==> config.mk <==
export PLATFORM = sky130hd
export DESIGN_NAME = hilo_muldiv_ctrl
export DESIGN_NICKNAME = d
export VERILOG_FILES = /design/src/rtl/hilo_muldiv_ctrl_pkg.sv /design/src/rtl/div_iter.sv /design/src/rtl/hilo_muldiv_ctrl.sv
export SDC_FILE = /design/constraint.sdc
export NUM_CORES = 2
export LEC_CHECK = 0
export BUFFER_PORTS_ARGS = -buffer_cell sky130_fd_sc_hd__buf_2
export CORE_ASPECT_RATIO = 1.1
export CORE_UTILIZATION = 45
export CTS_BUF_LIST = sky130_fd_sc_hd__clkbuf_8
export DETAILED_ROUTE_END_ITERATION = 8
export GPL_TIMING_DRIVEN = 0
export HOLD_SLACK_MARGIN = 0.1
export PLACE_DENSITY_LB_ADDON = 0.3
export SLEW_MARGIN = 20
export SYNTH_ARGS = -nofsm -noshare
export SYNTH_HDL_FRONTEND = slang
export SYNTH_SLANG_ARGS = --single-unit
==> constraint.sdc <==
create_clock -name clk -period 17 [get_ports clk]
set_input_delay 3.4 -clock clk [delete_from_list [all_inputs] [get_ports clk]]
set_output_delay 3.4 -clock clk [all_outputs]
set_load 0.02 [all_outputs]
==> src/rtl/hilo_muldiv_ctrl_pkg.sv <==
// rtl/hilo_muldiv_ctrl_pkg.sv - shared op/state types and op-class helpers for the HI/LO sequencer
package hilo_muldiv_ctrl_pkg;

    localparam int HILO_WIDTH = 32;

    typedef enum logic [3:0] {
        OP_NOP   = 4'd0,
        OP_MULT  = 4'd1,
        OP_MULTU = 4'd2,
        OP_DIV   = 4'd3,
        OP_DIVU  = 4'd4,
        OP_MADD  = 4'd5,
        OP_MADDU = 4'd6,
        OP_MSUB  = 4'd7,
        OP_MSUBU = 4'd8,
        OP_MTHI  = 4'd9,
        OP_MTLO  = 4'd10
    } hilo_op_t;

    typedef enum logic [1:0] {
        ST_IDLE,
        ST_MUL,
        ST_DIV,
        ST_DONE
    } hilo_state_t;

    function automatic logic op_legal(input hilo_op_t op);
        return op inside {OP_MULT, OP_MULTU, OP_DIV, OP_DIVU, OP_MADD, OP_MADDU,
                          OP_MSUB, OP_MSUBU, OP_MTHI, OP_MTLO};
    endfunction

    function automatic logic is_mul(input hilo_op_t op);
        return op inside {OP_MULT, OP_MULTU, OP_MADD, OP_MADDU, OP_MSUB, OP_MSUBU};
    endfunction

    function automatic logic is_div(input hilo_op_t op);
        return op inside {OP_DIV, OP_DIVU};
    endfunction

    function automatic logic is_signed(input hilo_op_t op);
        return op inside {OP_MULT, OP_DIV, OP_MADD, OP_MSUB};
    endfunction

    function automatic logic is_madd(input hilo_op_t op);
        return op inside {OP_MADD, OP_MADDU};
    endfunction

    function automatic logic is_msub(input hilo_op_t op);
        return op inside {OP_MSUB, OP_MSUBU};
    endfunction

endpackage

==> src/rtl/div_iter.sv <==
// rtl/div_iter.sv - radix-2 restoring divider, one quotient bit per cycle on operand magnitudes
module div_iter #(
    parameter int WIDTH = 32
) (
    input  logic             clk,
    input  logic             start,
    input  logic             signed_op,
    input  logic [WIDTH-1:0] dividend,
    input  logic [WIDTH-1:0] divisor,
    input  logic             abort,
    output logic             done,
    output logic [WIDTH-1:0] quot,
    output logic [WIDTH-1:0] rem
);

    localparam int CW = $clog2(WIDTH + 1);

    logic             busy;
    logic [CW-1:0]    count;
    logic [WIDTH-1:0] q_r, r_r, d_r;
    logic             neg_q, neg_r;
    logic [WIDTH:0]   shifted, diff;

    function automatic logic [WIDTH-1:0] mag(input logic [WIDTH-1:0] x, input logic sgn);
        return (sgn && x[WIDTH-1]) ? -x : x;
    endfunction

    assign shifted = {r_r, q_r[WIDTH-1]};
    assign diff    = shifted - {1'b0, d_r};
    assign done    = busy && (count == CW'(1));

    // Results hold once busy drops, so the controller can read them in its write cycle
    assign quot = neg_q ? -q_r : q_r;
    assign rem  = neg_r ? -r_r : r_r;

    always_ff @(posedge clk) begin
        if (abort) begin
            busy  <= 1'b0;
            count <= '0;
        end else if (start) begin
            busy  <= 1'b1;
            count <= CW'(WIDTH);
            q_r   <= mag(dividend, signed_op);
            d_r   <= mag(divisor, signed_op);
            r_r   <= '0;
            neg_q <= signed_op && (dividend[WIDTH-1] ^ divisor[WIDTH-1]);
            neg_r <= signed_op && dividend[WIDTH-1];
        end else if (busy) begin
            if (!diff[WIDTH]) begin
                r_r <= diff[WIDTH-1:0];
                q_r <= {q_r[WIDTH-2:0], 1'b1};
            end else begin
                r_r <= shifted[WIDTH-1:0];
                q_r <= {q_r[WIDTH-2:0], 1'b0};
            end
            count <= count - CW'(1);
            if (count == CW'(1)) busy <= 1'b0;
        end
    end

endmodule

==> src/rtl/hilo_muldiv_ctrl.sv <==
// rtl/hilo_muldiv_ctrl.sv - EX-stage sequencer for every HI/LO-writing instruction
module hilo_muldiv_ctrl
    import hilo_muldiv_ctrl_pkg::*;
#(
    parameter int WIDTH   = HILO_WIDTH,
    parameter int MUL_LAT = 2
) (
    input  logic             clk,
    input  logic             rst,
    input  logic             op_valid,
    input  logic [3:0]       op,
    input  logic [WIDTH-1:0] src_a,
    input  logic [WIDTH-1:0] src_b,
    input  logic [WIDTH-1:0] hi_rd,
    input  logic [WIDTH-1:0] lo_rd,
    input  logic             flush,
    output logic             stall_o,
    output logic             busy_o,
    output logic             we_o,
    output logic [WIDTH-1:0] hi_o,
    output logic [WIDTH-1:0] lo_o
);

    localparam int W2 = 2 * WIDTH;

    hilo_op_t         op_in;
    hilo_state_t      state, state_nx;
    logic             accept, div_zero, div_start, div_done, div_abort;
    logic [WIDTH-1:0] div_quot, div_rem;
    logic [7:0]       cnt;
    logic             from_mul, from_div;
    logic [WIDTH-1:0] res_hi, res_lo, last_hi, last_lo, wr_hi, wr_lo;
    logic             sgn;
    logic [W2-1:0]    a_x, b_x, prod, mul_val;
    logic [W2-1:0]    mul_pipe [MUL_LAT];

    assign op_in     = hilo_op_t'(op);
    assign div_zero  = (src_b == '0);
    assign accept    = (state == ST_IDLE) && op_valid && !flush && op_legal(op_in);
    assign div_start = accept && is_div(op_in) && !div_zero;
    assign div_abort = rst || flush;

    // Low 2*WIDTH bits of the extended-operand product are exact for both signednesses
    always_comb begin
        sgn  = is_signed(op_in);
        a_x  = {{WIDTH{sgn & src_a[WIDTH-1]}}, src_a};
        b_x  = {{WIDTH{sgn & src_b[WIDTH-1]}}, src_b};
        prod = a_x * b_x;
        if (is_madd(op_in))      mul_val = {hi_rd, lo_rd} + prod;
        else if (is_msub(op_in)) mul_val = {hi_rd, lo_rd} - prod;
        else                     mul_val = prod;
    end

    always_comb begin
        state_nx = state;
        stall_o  = 1'b0;
        case (state)
            ST_IDLE: begin
                if (accept) begin
                    if (is_mul(op_in)) begin
                        state_nx = (MUL_LAT == 1) ? ST_DONE : ST_MUL;
                        stall_o  = 1'b1;
                    end else if (is_div(op_in) && !div_zero) begin
                        state_nx = ST_DIV;
                        stall_o  = 1'b1;
                    end else begin
                        state_nx = ST_DONE;
                    end
                end
            end
            ST_MUL: begin
                stall_o = 1'b1;
                if (flush)                          state_nx = ST_IDLE;
                else if (cnt == 8'(MUL_LAT - 2))    state_nx = ST_DONE;
            end
            ST_DIV: begin
                stall_o = 1'b1;
                if (flush)         state_nx = ST_IDLE;
                else if (div_done) state_nx = ST_DONE;
            end
            ST_DONE:  state_nx = ST_IDLE;
            default:  state_nx = ST_IDLE;
        endcase
    end

    assign busy_o = (state != ST_IDLE);
    assign we_o   = (state == ST_DONE) && !flush;
    assign wr_hi  = from_mul ? mul_pipe[MUL_LAT-1][W2-1:WIDTH] : (from_div ? div_rem  : res_hi);
    assign wr_lo  = from_mul ? mul_pipe[MUL_LAT-1][WIDTH-1:0]  : (from_div ? div_quot : res_lo);
    assign hi_o   = we_o ? wr_hi : last_hi;
    assign lo_o   = we_o ? wr_lo : last_lo;

    always_ff @(posedge clk) begin
        if (rst) begin
            state    <= ST_IDLE;
            cnt      <= '0;
            last_hi  <= '0;
            last_lo  <= '0;
            from_mul <= 1'b0;
            from_div <= 1'b0;
            res_hi   <= '0;
            res_lo   <= '0;
        end else begin
            state   <= state_nx;
            cnt     <= (state == ST_MUL) ? cnt + 8'd1 : 8'd0;
            last_hi <= hi_o;
            last_lo <= lo_o;
            if (accept) begin
                from_mul <= is_mul(op_in);
                from_div <= is_div(op_in) && !div_zero;
                // MTHI and divide-by-zero both put src_a in HI
                res_hi   <= (op_in == OP_MTLO) ? hi_rd : src_a;
                res_lo   <= (op_in == OP_MTHI) ? lo_rd : ((op_in == OP_MTLO) ? src_a : '1);
            end
        end
    end

    always_ff @(posedge clk) begin
        if (accept) mul_pipe[0] <= mul_val;
        for (int i = 1; i < MUL_LAT; i++) mul_pipe[i] <= mul_pipe[i-1];
    end

    div_iter #(.WIDTH(WIDTH)) u_div (
        .clk       (clk),
        .start     (div_start),
        .signed_op (is_signed(op_in)),
        .dividend  (src_a),
        .divisor   (src_b),
        .abort     (div_abort),
        .done      (div_done),
        .quot      (div_quot),
        .rem       (div_rem)
    );

endmodule
=== Yosys cells after proc, flatten, opt, wreduce, memory -nomap -nowiden ===
Memory sizes are Yosys's and may differ from the RTL's.
Index checks and enable logic that the tools add are counted.

* Bits in registers: 245
* Output and inout port bits: 67
* Word-level logic and storage cells: 119
* RAM bits: 128
* Memories kept: 1

* Reductions and logical operators: 31
* Mux-type cells: 39
* Equal/unequal tests: 17
* Bitwise logic cells: 5
* $add $sub $neg: 9
* Multipliers: 1

{| class="wikitable"
|+ Memories
! memory !! depth !! width !! read ports !! clocked after memory_dff !! wr ports !! RTL line !! RTL
|-
| mul_pipe || 2 || 64 || 2 || 0 || 2 || hilo_muldiv_ctrl.sv:35 || <nowiki>logic [W2-1:0] mul_pipe [MUL_LAT];</nowiki>
|}

{| class="wikitable"
|+ Operators with widths
! kind !! number
|-
| $mux 32 || 17
|-
| $mux 64 || 2
|-
| $neg 32->32 || 4
|-
| $add 64x64->64 || 1
|-
| $mul 33x33->64 || 1
|-
| $sub 64x64->64 || 1
|-
| $sub 33x32->33 || 1
|-
| $logic_not 32->1 || 1
|-
| $eq 4x3->1 const B || 4
|-
| $eq 4x4->1 const B || 3
|-
| $mux 2 || 6
|-
| $mux 6 || 2
|-
| $logic_and 1x1->1 || 11
|-
| $mux 1 || 10
|-
| $reduce_bool 10->1 || 1
|-
| $reduce_bool 2->1 || 5
|-
| $add 8x1->8 const B || 1
|-
| $eq 4x2->1 const B || 2
|-
| $logic_not 8->1 || 1
|-
| $pmux 2 s4 || 1
|-
| $eq 6x1->1 const B || 1
|-
| $ne 3x3->1 const B || 2
|-
| $reduce_bool 6->1 || 1
|-
| $reduce_or 2->1 || 3
|-
| 15 further kinds || 20
|}

=== Depth between registers and ports, before layout ===
* Depth in word-level cells: 8
* Depth in mapped cells: 48

=== By module ===
From an unflattened synthesis, not the netlist that was laid out.

* Cell total of the unflattened synthesis: 7,550
* Area, all modules: 65,143.7 µm²

{| class="wikitable"
|+ By module, submodules not included
! module !! area each (µm²) !! cells an instance !! times used
|-
| hilo_muldiv_ctrl || 56,646.8 || 6,600 || 1
|-
| div_iter || 8,496.9 || 950 || 1
|}

=== Worst setup path before layout ===
Ideal clock, no wire load.

* Kind: input to register
* Start point: input op[0]
* End point: memory mul_pipe[0][56] (netlist name), data pin
* Required time: 16.739 ns
* Arrival: 14.003 ns
* Cell stages on the path: 41
* Slack: 2.736 ns
* Library setup time: 0.261 ns
* Path through: clkbuf_1 > nor2b_1 > nand2_1 > inv_1 > clkbuf_1 > buf_1 > nand2_1 > inv_1 > fa_1 > inv_1 > fa_1 > inv_1 > fa_1 > fa_1 > inv_1 > fa_1 > fa_1 > fa_1 > [... 5 more ...] > o21ai_0 > a221o_1 > a21oi_1 > o31ai_1 > o21ai_0 > nand2b_1 > a21oi_1 > xor2_1 > inv_1 > ha_1 > clkbuf_1 > or4_1 > or3_1 > a211oi_1 > o21ai_1 > o31ai_1 > xnor2_1 > a221o_1

{| class="wikitable"
|+ RTL lines
! item !! RTL line !! RTL
|-
| from (decl) || hilo_muldiv_ctrl.sv:11 || <nowiki>input logic [3:0] op,</nowiki>
|-
| to (decl) || hilo_muldiv_ctrl.sv:35 ||
|}

==> results.json <==
{
  "regArea_sq_um": 9090,
  "ys_types": 80,
  "synth_fp_nets": 9133,
  "drc": 0,
  "worstMarginPinSlew_ns": 1.32,
  "wl_met2_microns": 123000,
  "antenna_found_initial": 27,
  "seq_area_frac_synth_pct": 14.1,
  "core-area_sq_um": 142000,
  "wl_met3_microns": 30400,
  "drt_iter0_drc": 6572,
  "max_freq_mhz": 59.8,
  "grt-ovfl-total": 0,
  "ys_top_cells_by_area": "fa_1, ha_1, edfxtp_1",
  "clk_pin_slew_ns": 0.06,
  "fin_nets": 9377,
  "die-area_sq_um": 145000,
  "ys_warn_count": 0,
  "row_count": 145,
  "final_cells": 9705,
  "start_util_pct": 45.4,
  "period_share_pct": 98.4,
  "cp-end-kind": "flop",
  "grt_pass1_wl_microns": 404000,
  "layout_common_cells": "inv_1, fa_1, nand2_1",
  "synth_seq_cells": 373,
  "grt_usage_pct": 39.2,
  "gp_congestion": 1.07,
  "vias": 58100,
  "finClkSkew_ns": 0.0461,
  "worstSetupPathType": "in -> reg",
  "synthArstFlopShare_pct": 0,
  "hold_path_class": "reg -> reg",
  "cts_buffer_depth": 3,
  "synth_top_area_cell": "fa_1",
  "critPathRequiredTime_ns": 17.43,
  "layout_commonest_cell": "inv_1",
  "cts_buffers": 66,
  "cp_data_arrival_time_ns": 17.15,
  "io_buffers": 166,
  "syn_area_per_cell_sq_um": 8.62,
  "grt_pass1_vias": 58600,
  "setup_viol": 0,
  "clock_latency_ns": 0.72,
  "status": "finished, final reports clean",
  "crit_top_cell": "fa_1",
  "max_stage_delay_ns": 1.02,
  "syn_inst": 7479,
  "maxCapViolCount": 0,
  "dr.pass1.iters": 6,
  "syn_area_sq_um": 64500,
  "cts_tree": "done",
  "htreeDepth": 3,
  "die_w_microns": 363,
  "route.top_layer_used": "met5",
  "layout-drive-gt1-share_pct": 4.85,
  "ant_nets": 0,
  "cts_sinks": 373,
  "ys.flop_type": "dfxtp_1",
  "slew_headroom_pct": 11.5,
  "die_h_microns": 399,
  "vias_per_cell": 5.98,
  "n_fill_cell": 14000,
  "ios": 203,
  "final_max_slew_viol_count": 0,
  "grt_max_degree": 52,
  "routed_wl_microns": 282000,
  "synth_top_area_share_pct": 35.0,
  "cp-start-kind": "input pin",
  "crit_fanout": 10,
  "wl_per_cell_microns": 29.1,
  "finalHoldViolCount": 0,
  "final.setup.tns_ns": 0,
  "m1WireLength_microns": 105000,
  "dpl.cell_count": 9571,
  "cp_slowest_cell": "clkbuf_1",
  "syn2layout_area_growth_pct": 7.61,
  "cts-root-buf": "clkbuf_8",
  "multiInputGateArea_sq_um": 48900,
  "cts-hold-fix-buffers": 0,
  "fin_crit_ns": 16.73,
  "synth-edff-count": 162,
  "place_hpwl_microns": 235000
}
[through the flow]
step	worst slack, ns	hold slack, ns	util (%)	cell area, sq um
floorplan	2.74	0.323	-	64500
global placement	-3.54	0.324	47.7	67700
detailed placement	-2.40	0.327	47.8	68000
CTS	0.170	0.328	48.7	69300
global route	-0.00407	0.343	48.8	69400
finish	0.275	0.331	48.9	69400
[worst paths after layout]
path | from | to | slack, ns | depth (start not counted)
hold / removal | mul_pipe[0][14]$_DFFE_PP_ | mul_pipe[0][78]$_DFF_P_ | 0.33 | 0
hold reg to reg | mul_pipe[0][14]$_DFFE_PP_ | mul_pipe[0][78]$_DFF_P_ | 0.33 | 0
setup reg to reg | state[0]$_SDFFE_PP0P_ | u_div.r_r[21]$_SDFFCE_PP0P_ | 11.94 | 15
setup / recovery | src_a[23] | mul_pipe[0][63]$_DFFE_PP_ | 0.27 | 39
[synthesized netlist by cell type (all sizes together) (30+ instances only)]
cell type	count
a211oi	119
edfxtp	162
nand3	61
inv	1277
ha	390
a22oi	37
nand2	1075
nor2	439
fa	1128
o21bai	56
and3	44
clkbuf	383
xnor2	114
mux2i	64
o22ai	60
o31ai	53
nand4	30
nor4	31
buf	89
dfxtp	211
o21ai	219
nor2b	89
a21o	66
xor2	126
nand2b	47
a311oi	36
and2	291
a21oi	377
nor3	63
[final cells by class]
class	instances	area share [%]
Multi-Input combinational cell	5355	70.5
Sequential cell	373	13.1
Timing Repair Buffer	186	1.50
Clock buffer	72	1.43
Buffer	462	2.63
Tap cell	1911	3.45
Antenna cell	21	0.0757
Clock inverter	46	0.393
Inverter	1279	6.92
[sequential cells by signal (all words and copies together), names as in the netlist, 2 cells and up]
name         flops
u_div.q_r       32
u_div.count      6
res_lo          32
state            2
u_div.r_r       32
mul_pipe       128
last_hi         32
last_lo         32
u_div.d_r       32
res_hi          32
cnt              8
[routing by layer]
layer / vias up / GRT usage [%]
met5: - / 0
met4: 14 / 27.5
li1: 24300 / -
met1: 29400 / 48.6
met2: 3389 / 60.3
met3: 898 / 9.30
[critical path, delay by kind of cell]
family                   cells  cell delay (ns)
adder cells (fa/ha/maj)     10             4.49
AO/OA/AOI/OAI               12             3.80
buffers and inverters       11             2.58
AND/OR/NAND/NOR              4             1.60
XOR/XNOR                     2             1.20
[repair_timing]
item,4_1_cts,5_1_grt
buffers inserted,0,4
endpoints found under the setup margin,13,3
resized for setup,9,11
[cell families (layout without fill, tap and decap cells)]
group / count (synthesis) / count (layout) / synth area share [%]
mux: 65 / 65 / 1.01
fa+ha+maj: 1518 / 1518 / 42.6
flops: 373 / 373 / 14.1
compound gates: 1275 / 1275 / 12.9
buf+inv: 1751 / 2045 / 10.2
simple gates: 2256 / 2256 / 15.9
xor+xnor: 241 / 241 / 3.29
other cells: 0 / 21 / 0
Power is not shown: default switching activity piles up to over one toggle a cycle in this logic, so the estimate is an artifact.
